==> src/rtl/alu_exec_unit.sv <==
// Execute-stage ALU with valid/ready handshake, registered result and branch decision.
// Optional macro ALU_EXEC_FAST_SHIFT_EN selects a single-cycle barrel shifter instead of the iterative one.
module alu_exec_unit #(
  parameter int unsigned DATA_WIDTH = 32,
  parameter int unsigned SHIFT_STEP = 4
) (
  input  logic                  clk,
  input  logic                  rst_n,
  input  logic                  flush,
  input  logic                  in_valid,
  output logic                  in_ready,
  input  logic [3:0]            operation,
  input  logic [DATA_WIDTH-1:0] operand_a,
  input  logic [DATA_WIDTH-1:0] operand_b,
  output logic                  out_valid,
  input  logic                  out_ready,
  output logic [DATA_WIDTH-1:0] result,
  output logic                  zero,
  output logic                  branch_taken
);

  localparam int unsigned SHW = $clog2(DATA_WIDTH);
  localparam int unsigned AW  = SHW + 1;

  localparam logic [3:0] OP_AND = 4'b0000;
  localparam logic [3:0] OP_OR  = 4'b0001;
  localparam logic [3:0] OP_ADD = 4'b0010;
  localparam logic [3:0] OP_XOR = 4'b0011;
  localparam logic [3:0] OP_SLT = 4'b0100;
  localparam logic [3:0] OP_SRL = 4'b0101;
  localparam logic [3:0] OP_SUB = 4'b0110;
  localparam logic [3:0] OP_SRA = 4'b0111;
  localparam logic [3:0] OP_BEQ = 4'b1000;
  localparam logic [3:0] OP_BLT = 4'b1001;
  localparam logic [3:0] OP_BGE = 4'b1010;
  localparam logic [3:0] OP_BNE = 4'b1011;
  localparam logic [3:0] OP_SLL = 4'b1100;

  typedef enum logic [1:0] {
    ST_IDLE  = 2'd0,
    ST_SHIFT = 2'd1,
    ST_DONE  = 2'd2
  } state_e;

  state_e                state_q, state_d;
  logic [DATA_WIDTH-1:0] result_q, result_d;
  logic                  zero_q, zero_d;
  logic                  branch_q, branch_d;
  logic [DATA_WIDTH-1:0] work_q, work_d;
  logic [SHW-1:0]        rem_q, rem_d;
  logic [3:0]            sop_q, sop_d;

  logic                  accept;
  logic [SHW-1:0]        shamt;
  logic                  is_shift;
  logic                  start_shift;
  logic                  lt_s;
  logic                  eq;
  logic [DATA_WIDTH-1:0] one_res;
  logic                  one_br;
  logic [AW-1:0]         step_amt;
  logic [DATA_WIDTH-1:0] step_val;

  assign in_ready  = ((state_q == ST_IDLE) | ((state_q == ST_DONE) & out_ready)) & ~flush;
  assign accept    = in_valid & in_ready;
  assign out_valid = (state_q == ST_DONE);
  assign result       = result_q;
  assign zero         = zero_q;
  assign branch_taken = branch_q;

  assign shamt    = operand_b[SHW-1:0];
  assign is_shift = (operation == OP_SRL) | (operation == OP_SRA) | (operation == OP_SLL);
  assign lt_s     = $signed(operand_a) < $signed(operand_b);
  assign eq       = (operand_a == operand_b);

`ifdef ALU_EXEC_FAST_SHIFT_EN
  assign start_shift = 1'b0;
`else
  assign start_shift = is_shift & (shamt != '0);
`endif

  // Single-cycle result; in iterative mode shifts only land here when shamt is zero.
  always_comb begin
    one_res = '0;
    one_br  = 1'b0;
    case (operation)
      OP_AND: one_res = operand_a & operand_b;
      OP_OR:  one_res = operand_a | operand_b;
      OP_ADD: one_res = operand_a + operand_b;
      OP_XOR: one_res = operand_a ^ operand_b;
      OP_SUB: one_res = operand_a - operand_b;
      OP_SLT: one_res = DATA_WIDTH'(lt_s);
`ifdef ALU_EXEC_FAST_SHIFT_EN
      OP_SRL: one_res = operand_a >> shamt;
      OP_SRA: one_res = DATA_WIDTH'($signed(operand_a) >>> shamt);
      OP_SLL: one_res = operand_a << shamt;
`else
      OP_SRL: one_res = operand_a;
      OP_SRA: one_res = operand_a;
      OP_SLL: one_res = operand_a;
`endif
      OP_BEQ: one_br  = eq;
      OP_BLT: one_br  = lt_s;
      OP_BGE: one_br  = ~lt_s;
      OP_BNE: one_br  = ~eq;
      default: begin
        one_res = '0;
        one_br  = 1'b0;
      end
    endcase
  end

  // One iterative step: retire min(remaining, SHIFT_STEP) bits.
  always_comb begin
    step_amt = ({1'b0, rem_q} > AW'(SHIFT_STEP)) ? AW'(SHIFT_STEP) : {1'b0, rem_q};
    case (sop_q)
      OP_SLL:  step_val = work_q << step_amt;
      OP_SRA:  step_val = DATA_WIDTH'($signed(work_q) >>> step_amt);
      default: step_val = work_q >> step_amt;
    endcase
  end

  always_comb begin
    state_d  = state_q;
    result_d = result_q;
    zero_d   = zero_q;
    branch_d = branch_q;
    work_d   = work_q;
    rem_d    = rem_q;
    sop_d    = sop_q;

    unique case (state_q)
      ST_IDLE: state_d = ST_IDLE;
      ST_SHIFT: begin
        work_d = step_val;
        rem_d  = rem_q - SHW'(step_amt);
        if (rem_q == SHW'(step_amt)) begin
          state_d  = ST_DONE;
          result_d = step_val;
          zero_d   = (step_val == '0);
          branch_d = 1'b0;
        end
      end
      ST_DONE: begin
        if (out_ready) state_d = ST_IDLE;
      end
      default: state_d = ST_IDLE;
    endcase

    // Accept only happens from IDLE or a DONE being drained, so it overrides the above.
    if (accept) begin
      if (start_shift) begin
        state_d = ST_SHIFT;
        work_d  = operand_a;
        rem_d   = shamt;
        sop_d   = operation;
      end else begin
        state_d  = ST_DONE;
        result_d = one_res;
        zero_d   = (one_res == '0);
        branch_d = one_br;
      end
    end

    if (flush) state_d = ST_IDLE;
  end

  always_ff @(posedge clk or negedge rst_n) begin
    if (!rst_n) begin
      state_q  <= ST_IDLE;
      result_q <= '0;
      zero_q   <= 1'b1;
      branch_q <= 1'b0;
      work_q   <= '0;
      rem_q    <= '0;
      sop_q    <= '0;
    end else begin
      state_q  <= state_d;
      result_q <= result_d;
      zero_q   <= zero_d;
      branch_q <= branch_d;
      work_q   <= work_d;
      rem_q    <= rem_d;
      sop_q    <= sop_d;
    end
  end

endmodule

==> config.mk <==
export PLATFORM = sky130hd
export DESIGN_NAME = alu_exec_unit
export DESIGN_NICKNAME = d
export VERILOG_FILES = /design/src/rtl/alu_exec_unit.sv
export SDC_FILE = /design/constraint.sdc
export NUM_CORES = 1
export LEC_CHECK = 0
export CAP_MARGIN = 0
export CELL_PAD_IN_SITES_DETAIL_PLACEMENT = 0
export CELL_PAD_IN_SITES_GLOBAL_PLACEMENT = 1
export CORE_MARGIN = 2
export CORE_UTILIZATION = 52
export DETAILED_ROUTE_END_ITERATION = 10
export DONT_BUFFER_PORTS = 1
export PLACE_DENSITY = 0.95
export REMOVE_ABC_BUFFERS = 1
export SETUP_SLACK_MARGIN = 0.4
export SLEW_MARGIN = 10
export SYNTH_ARGS = -nofsm -noshare
export SYNTH_HDL_FRONTEND = slang
export SYNTH_SLANG_ARGS = --single-unit
==> constraint.sdc <==
create_clock -name clk -period 5.7 [get_ports clk]
set_clock_uncertainty 0.1 [all_clocks]
set_input_delay 1.425 -clock clk [delete_from_list [all_inputs] [get_ports clk]]
set_output_delay 1.425 -clock clk [all_outputs]
set_load 0.01 [all_outputs]
==> results of run 1 <==
synthesized netlist by cell type (17+ instances only):
cell	n	area share
a221oi_1	18	0.013
ha_1	109	0.11
and3_1	18	0.0094
o211ai_1	29	0.018
a31oi_1	31	0.016
buf_2	20	0.0083
nand2_1	233	0.073
a21oi_1	169	0.070
dfrtp_1	76	0.16
nor2_1	153	0.048
nand3_1	46	0.019
nor2b_1	31	0.016
o21ai_0	147	0.061
mux2i_1	42	0.035
clkbuf_1	94	0.029
nand4_1	17	0.0088
nor3_1	43	0.018
a211oi_1	47	0.029
o31ai_1	20	0.012
inv_1	102	0.032
worst max path at each step:
stage / from / end / depth (start not counted)
2_1_floorplan: rem_q[2] / zero / 11
3_3_place_gp: operand_a[0] / zero / 14
3_5_place_dp: operand_a[0] / zero / 14
4_1_cts: operand_a[0] / zero / 14
5_1_grt: operand_a[0] / zero / 13
6_report: operand_a[0] / zero / 14
sequential cells by signal, summed over array words and instances (netlist names):
register / flops
sop_q: 4
zero: 1
branch_taken: 1
result: 32
state_q: 2
rem_q: 5
work_q: 32
logic make-up (layout without fill, tap and decap cells):
kind of cell,Yosys count,count (layout),synth area share
multiplexers,53,53,0.0489
adder cells (fa/ha/maj),111,111,0.117
flip-flops,77,77,0.160
other,1,1,0.000311
buffers and inverters,236,153,0.0775
AND/OR/NAND/NOR,623,623,0.240
XOR/XNOR,8,8,0.00582
AO/OA/AOI/OAI,644,644,0.351
placed cells by master, fill, tap and decap left out, drive strengths merged, types with 14 or more instances in the layout:
cell type / count
a21o: 14
nand2: 233
nand4: 17
o31ai: 20
o211ai: 29
nor3: 43
o21ai: 150
dfrtp: 76
nor2b: 31
nand3: 46
a221oi: 18
a311oi: 16
and3: 18
a31oi: 31
a21oi: 172
mux2i: 42
a211oi: 49
buf: 33
inv: 103
nor2: 153
nand2b: 16
nor4: 16
ha: 109
per-layer routing:
| layer | vias up | global-route usage |
|---|---|---|
| met5 | - | 0 |
| met4 | 0 | 0.140 |
| met3 | 145 | 0.0756 |
| met2 | 948 | 0.590 |
| met1 | 6529 | 0.512 |
| li1 | 6261 | - |
worst reg2reg max path, cell delays in order (launching register included):
cell and delay [ns]:
dfrtp_1 0.48, or3_1 0.65, buf_4 0.33, nor2_1 0.69
nand3_1 0.14, o211ai_1 0.13, a31oi_1 0.06, a311oi_1 0.53
nand4_1 0.22, nor4b_1 0.35, nand4_1 0.19, nand3_1 0.13
power by group through the flow:
stage	combinational, uW	sequential (uW)	clock, uW
2_1_floorplan	1690	1060	0
3_3_place_gp	2340	1150	0
3_5_place_dp	2360	1160	0
4_1_cts	2380	1150	598
5_1_grt	2670	1190	622
6_report	2450	1170	598
cell type report:
type                       count  share of cell area
multi-input combinational   1440               0.739
sequential                    77               0.155
inverter                     104              0.0313
tap                          285              0.0286
timing repair buffer          33              0.0219
clock buffer                  13              0.0217
clock inverter                 3             0.00341
stage by stage:
step	std cells	total power (uW)	hold WS, ns	cell area (sq um)	util
2_1_floorplan	1621	2740	0.379	11500	-
3_3_place_gp	1939	3500	0.397	12200	0.536
3_5_place_dp	1939	3510	0.406	12200	0.536
4_1_cts	1955	4130	0.427	12500	0.549
5_1_grt	1955	4490	0.456	12500	0.549
6_report	1955	4220	0.428	12500	0.549
==> run summary, run 1 <==
The smallest setup slack after layout came out at 0.816 ns. The worst setup path is captured at a register. The largest single stage delay on the critical path is 0.55 ns. In the final layout, the share of cells above drive strength 1 is 0.0509. The final hold violation count is 0. The die boundary width came out at 156 microns.

The via count of the first global-routing pass was 12600. The highest routing layer actually used is met4. The number of fillers in the final layout came out at 2171. The areal power density over the cells is 338 nW/um^2. The antenna diode count came out at 0. The max-slew violation total from the final report came out at 0. For the finished layout, the period the worst path requires is 4.88 ns. For this design the static power due to leakage is 0.00512 uW. The async set-reset flop share out of synthesis is 1.00.

Synthesis produced 1753 cells. The detail route stage leaves a number of antenna-violating nets equal to 0. Of the total power, the share spent switching nets is 0.522. The number of remaining DRC errors is 0. The combined area of the multi-input logic cells came out at 9220 sq um. The slowest stage cell on the critical path is a221oi_1.

The required time at the endpoint of the critical path came out at 5.87 ns. Wire segments on met3 add up to 5670 microns in the final route. The number of cells on the worst hold path is 1. The sequential standard cell area came out at 1930 sq um. The relative contribution of the clock network to total power is 0.142. The maximum number of buffers from clock root to sink came out at 2. The count of yosys warnings during synthesis came out at 0. The average cell area after synthesis came out at 6.87 sq um. The first detailed-routing pass ran for 7 iterations. The count of cells along the worst register-to-register path is 11.

Across every metal layer, demand over resource in global routing totals 0.376. The worst hold path terminates at sop_q[2]. The starting utilization of the core area is 0.530.

The final count of negative-setup-slack endpoints is 0. Dividing the final minimum period by the clock period gives 0.857. The buffers inserted during post-CTS setup optimization is 0. The first global-routing pass estimated 72100 microns of wire.

The count of vias placed by the detailed router came out at 13900. The data arrival time at the worst-slack endpoint is 5.05 ns. In this run the critical register-to-register path is captured at zero. The number of input and output port buffers inserted came out at 0. In the final routed layout, each cell accounts on average for 24.0 microns.

The H-tree was split into 3 levels. The area of the die is 24400 sq um. The aggregate routed wire length came out at 47000 microns. For the pin with the worst max-slew slack, the measured transition is 1.17 ns. The final weighted congestion in routability-driven placement is 1.03. The routed via count divided by cell count is 7.10. The clock net in this run drives a total of 77 sinks. The tool flagged a number of max-cap violations equal to 0. The largest fanout on the critical path came out at 4. The share of total power dissipated in sequential elements is 0.278. After detailed routing, the met2 layer carries 20600 microns of wire.

The worst pin sits at a relative slew slack of 0.219. The run finished with clean final reports. The I/O pin total came out at 109. The initial antenna violation count is 0. The buffering stage count on the worst path with inverters included is 1. Setup repair after global routing left no endpoint under its margin.

The top achievable clock speed is 205 MHz. The sequential fraction of the synthesis area came out at 0.160. The signed area change from the synthesized netlist to the final layout came out at 3.63%. Summed over all nets, the switching power comes to 2210 uW. The count of nets after finishing is 1849.

The number of different library cells used by synthesis comes to 88. The worst setup path is launched from an input pin. The number of buffers added by the clock tree synthesis step is 9.

The total overflow left after global routing is 0. Entering global routing, the biggest net connects 78 pins. IR analysis of the VDD net gives a maximum drop of 0.186 mV. The path class of the tightest hold or removal check is reg2reg.

Setup total negative slack on the finished layout was measured at 0 ns. TritonCTS built the clock tree. The setup path with the least slack is of type in2reg. Row generation in the floorplan step produced 55 rows.

The synthesized cell area is 12000 sq um. The DRC violation total after the first TritonRoute iteration is 1738. Hold repair after CTS inserted 0 buffers. The relative contribution of combinational cells to total power came out at 0.581. Once detailed placement completed, the half-perimeter wirelength came to 35000 microns.

In the synthesized netlist the dominant register cell turns out to be dfrtp_1. The critical path goes through ha_1, inv_1, fa_1, nand2b_1, a21o_1, a21oi_1, o21ai_0, a221o_1, a221oi_1, nand4_1, or4_1, nor4_1, nand3_1, nand3_1. The startpoint of the worst register-to-register path is rem_q[2]. The worst reg-to-reg setup slack is 1.62 ns. The internal power is 2020 uW. CTS placed an instance of clkbuf_16 at the clock tree root.

The count of state elements after synthesis is 77. The most frequent cell on the critical path is nand3_1. The routed length on met1 is 18700 microns. The later-pin clock latency in the skew report came out at 0.34 ns. The startpoint identified for the worst hold timing path is sop_q[2]. The setup slack at placement is 0.550 ns. On the critical path the largest part of the delay comes from simple AND/OR/NAND/NOR gates. The clock-pin slew on the worst setup and hold paths came out at 0.06 ns. The area of the core came out at 22700 sq um. The post-cts repair resize count is 0. In this run, synthesis inferred 0 flip-flops with an integrated enable. The vertical extent of the die is 156 microns.
Power figures use the tool's default switching activity.
==> run 2, diff against run 1 <==
--- a/config.mk
+++ b/config.mk
@@ -9,13 +9,15 @@
 export CELL_PAD_IN_SITES_DETAIL_PLACEMENT = 0
 export CELL_PAD_IN_SITES_GLOBAL_PLACEMENT = 1
 export CORE_MARGIN = 2
-export CORE_UTILIZATION = 52
+export CORE_UTILIZATION = 53
+export CTS_BUF_LIST = sky130_fd_sc_hd__clkbuf_4
 export DETAILED_ROUTE_END_ITERATION = 10
 export DONT_BUFFER_PORTS = 1
-export PLACE_DENSITY = 0.95
+export PLACE_DENSITY_LB_ADDON = 0.1
 export REMOVE_ABC_BUFFERS = 1
 export SETUP_SLACK_MARGIN = 0.4
 export SLEW_MARGIN = 10
 export SYNTH_ARGS = -nofsm -noshare
 export SYNTH_HDL_FRONTEND = slang
 export SYNTH_SLANG_ARGS = --single-unit
+export TNS_END_PERCENT = 10
==> run 2 against run 1 <==
Against the previous run: critical path depth decreased by 1; critical endpoint unchanged; global-route usage increased by 1.1 points; largest power group unchanged; non-clock buffer count increased by 7; highest routed layer is now met5; setup slack got worse by 0.030 ns; combinational power about the same.
==> run summary, run 2 (synthesis gave the netlist of run 1 again) <==
In this run the power density over the cells is 327 nW/um^2. The count of hold buffers inserted by post-cts repair is 0. The routed via count divided by cell count came out at 6.96. After routing, the total negative slack on setup checks comes to 0 ns. At the pin with the least slew margin, the transition time is 1.07 ns. The number of max-cap violations is 0. Along the worst hold path, the cell count comes to 1. The aggregate global-route resource usage is 0.387. The library cell used most frequently in the layout, excluding fill and tap cells, is nand2_1.

The via count of the first global-routing pass is 12500. Global routing finished with a remaining overflow of 0. The number of placed instances, taps included, is 1946. The number of cells on the worst reg-to-reg path is 8. Once placement finished, the instance area stood at 12200 sq um. The number of antenna-violating nets in the routed design is 0. The buffers inserted during post-CTS setup optimization is 0.

The final hold violation count came out at 0. The number of remaining DRC errors came out at 0. The wire length of the first global-routing pass came out at 73200 microns. In this run, the number of DRC markers left after iteration 0 of detailed routing was 1857. The largest fanout on the critical path is 13. The die covers 23900 sq um. In the finished design, the share of the clock period the worst path needs comes to 0.862. For this design, the sink count on the clock tree is 77.

For this configuration, the core starts out at a cell density of 0.535. The relative contribution of the clock network to total power is 0.100. The worst ir drop on vdd is 0.239 mV. The headroom to the max-slew limit came out at 0.287.

The signed area change from the synthesized netlist to the final layout is 2.89%. The flow ran to the end, and the final reports show no timing, DRC or antenna violations. The proportion of power drawn by flip-flops and latches is 0.291. For the worst setup path, the data required time is 5.97 ns.

The number of input and output port buffers inserted came out at 0. The post-cts repair resize count came out at 0. The initial antenna violation count came out at 3. The length of the first detailed-routing pass in iterations came out at 5. The filler-free cell count of the finished design is 1963. The HPWL after detailed placement is 36100 microns. The timing startpoint of the critical path is operand_b[10]. In the final routed layout, each cell accounts on average for 24.2 microns. The top cell types in the final layout, fill and taps aside, are nand2_1 (233), a21oi_1 (169), nor2_1 (152). The aggregate routed wire length came out at 47500 microns. The critical path endpoint category is a register. The fraction of final layout cells with drive strength greater than 1 is 0.0537. The data arrival time at the worst-slack endpoint is 5.19 ns. The I/O pin total came out at 109.

The core region is 22500 sq um. The vertical extent of the die is 155 microns. The count of vias placed by the detailed router is 13700. The leakage component of the power came out at 0.00508 uW. The critical path is of the in2reg type. In this run the most critical hold path is launched from sop_q[2]. The post-layout instance area is 12400 sq um.

The congestion estimate from routability-driven global placement came to 1.02. Setup violations remaining at the end of the flow were counted as 0. In this run, CTS created clock tree buffers numbering 9. The largest net degree at the start of global routing is 78. The max-slew violation total from the final report came out at 0.

The later-pin clock latency in the skew report came out at 0.44 ns. The count of nets after finishing is 1856. The clock period minus final worst setup slack came out at 4.91 ns.

The switching part of the total power is 0.541. The worst register-to-register path begins at rem_q[0]. The floorplan has 55 rows.

The internal power is 1860 uW. Measured along the x axis, the die boundary spans 155 microns. The top achievable clock speed is 204 MHz. In this run the number of H-tree levels came out at 3. The worst setup path is launched from an input pin. The maximum number of buffers from clock root to sink came out at 2.

The clock-pin slew on the worst setup and hold paths came out at 0.13 ns. The net load switching power is 2200 uW. Setup repair after global routing left no endpoint under its margin. The relative contribution of combinational cells to total power came out at 0.610.

The CTS tree is done. The clock root buffer master is clkbuf_4. The min-delay analysis places its worst path in the category reg2reg.
==> run 2: metrics by stage <==
stage | util | power (uW) | hold slack (ns) | setup slack (ns)
finish | 0.551 | 4060 | 0.445 | 0.786
global route | 0.550 | 4340 | 0.473 | 0.471
CTS | 0.550 | 3970 | 0.442 | 0.967
detailed placement | 0.543 | 3560 | 0.412 | 0.520
global placement | 0.543 | 3550 | 0.397 | 0.515
floorplan | - | 2740 | 0.379 | 0.125
==> run 2: cell type report <==
type                       count  area (sq um)
timing repair buffer          40           313
sequential                    77          1930
clock buffer                   9          67.6
tap                          285           357
fill                        2312         10100
clock inverter                 6           103
antenna                        2          5.00
inverter                     104           390
multi-input combinational   1440          9230
==> run 2: final timing paths <==
path | endpoint | slack, ns
worst max-delay path | zero | 0.79
worst min-delay path | sop_q[2] | 0.45
worst max register to register | work_q[8] | 1.59
worst min register to register | sop_q[2] | 0.45
max in group asynchronous | zero | 4.70
min in group asynchronous | work_q[25] | 0.56
==> run 2: power by group through the flow <==
stage	Sequential [uW]	Clock, uW	Combinational (uW)
5_1_grt	1200	429	2710
3_5_place_dp	1170	0	2390
4_1_cts	1160	411	2400
3_3_place_gp	1170	0	2390
6_report	1180	405	2470
2_1_floorplan	1060	0	1690
==> run 2: routing by layer <==
layer | track usage | vias to the layer above | routed length (microns)
met4 | 0.133 | 2 | 1780
met5 | 0 | - | 13
met3 | 0.0633 | 123 | 4750
li1 | - | 6278 | -
met1 | 0.543 | 6510 | 20100
met2 | 0.605 | 750 | 20800
==> run 2: critical path, stage by stage <==
cell and delay (ns):
inv_1 0.03, ha_1 0.56, inv_1 0.14, a2111oi_0 0.88
nor2_1 0.22, nand4_1 0.14, o21ai_0 0.17, a221o_1 0.33
a222oi_1 0.43, o311ai_0 0.32, nor4_1 0.29, nand3_1 0.13
nand3_1 0.11
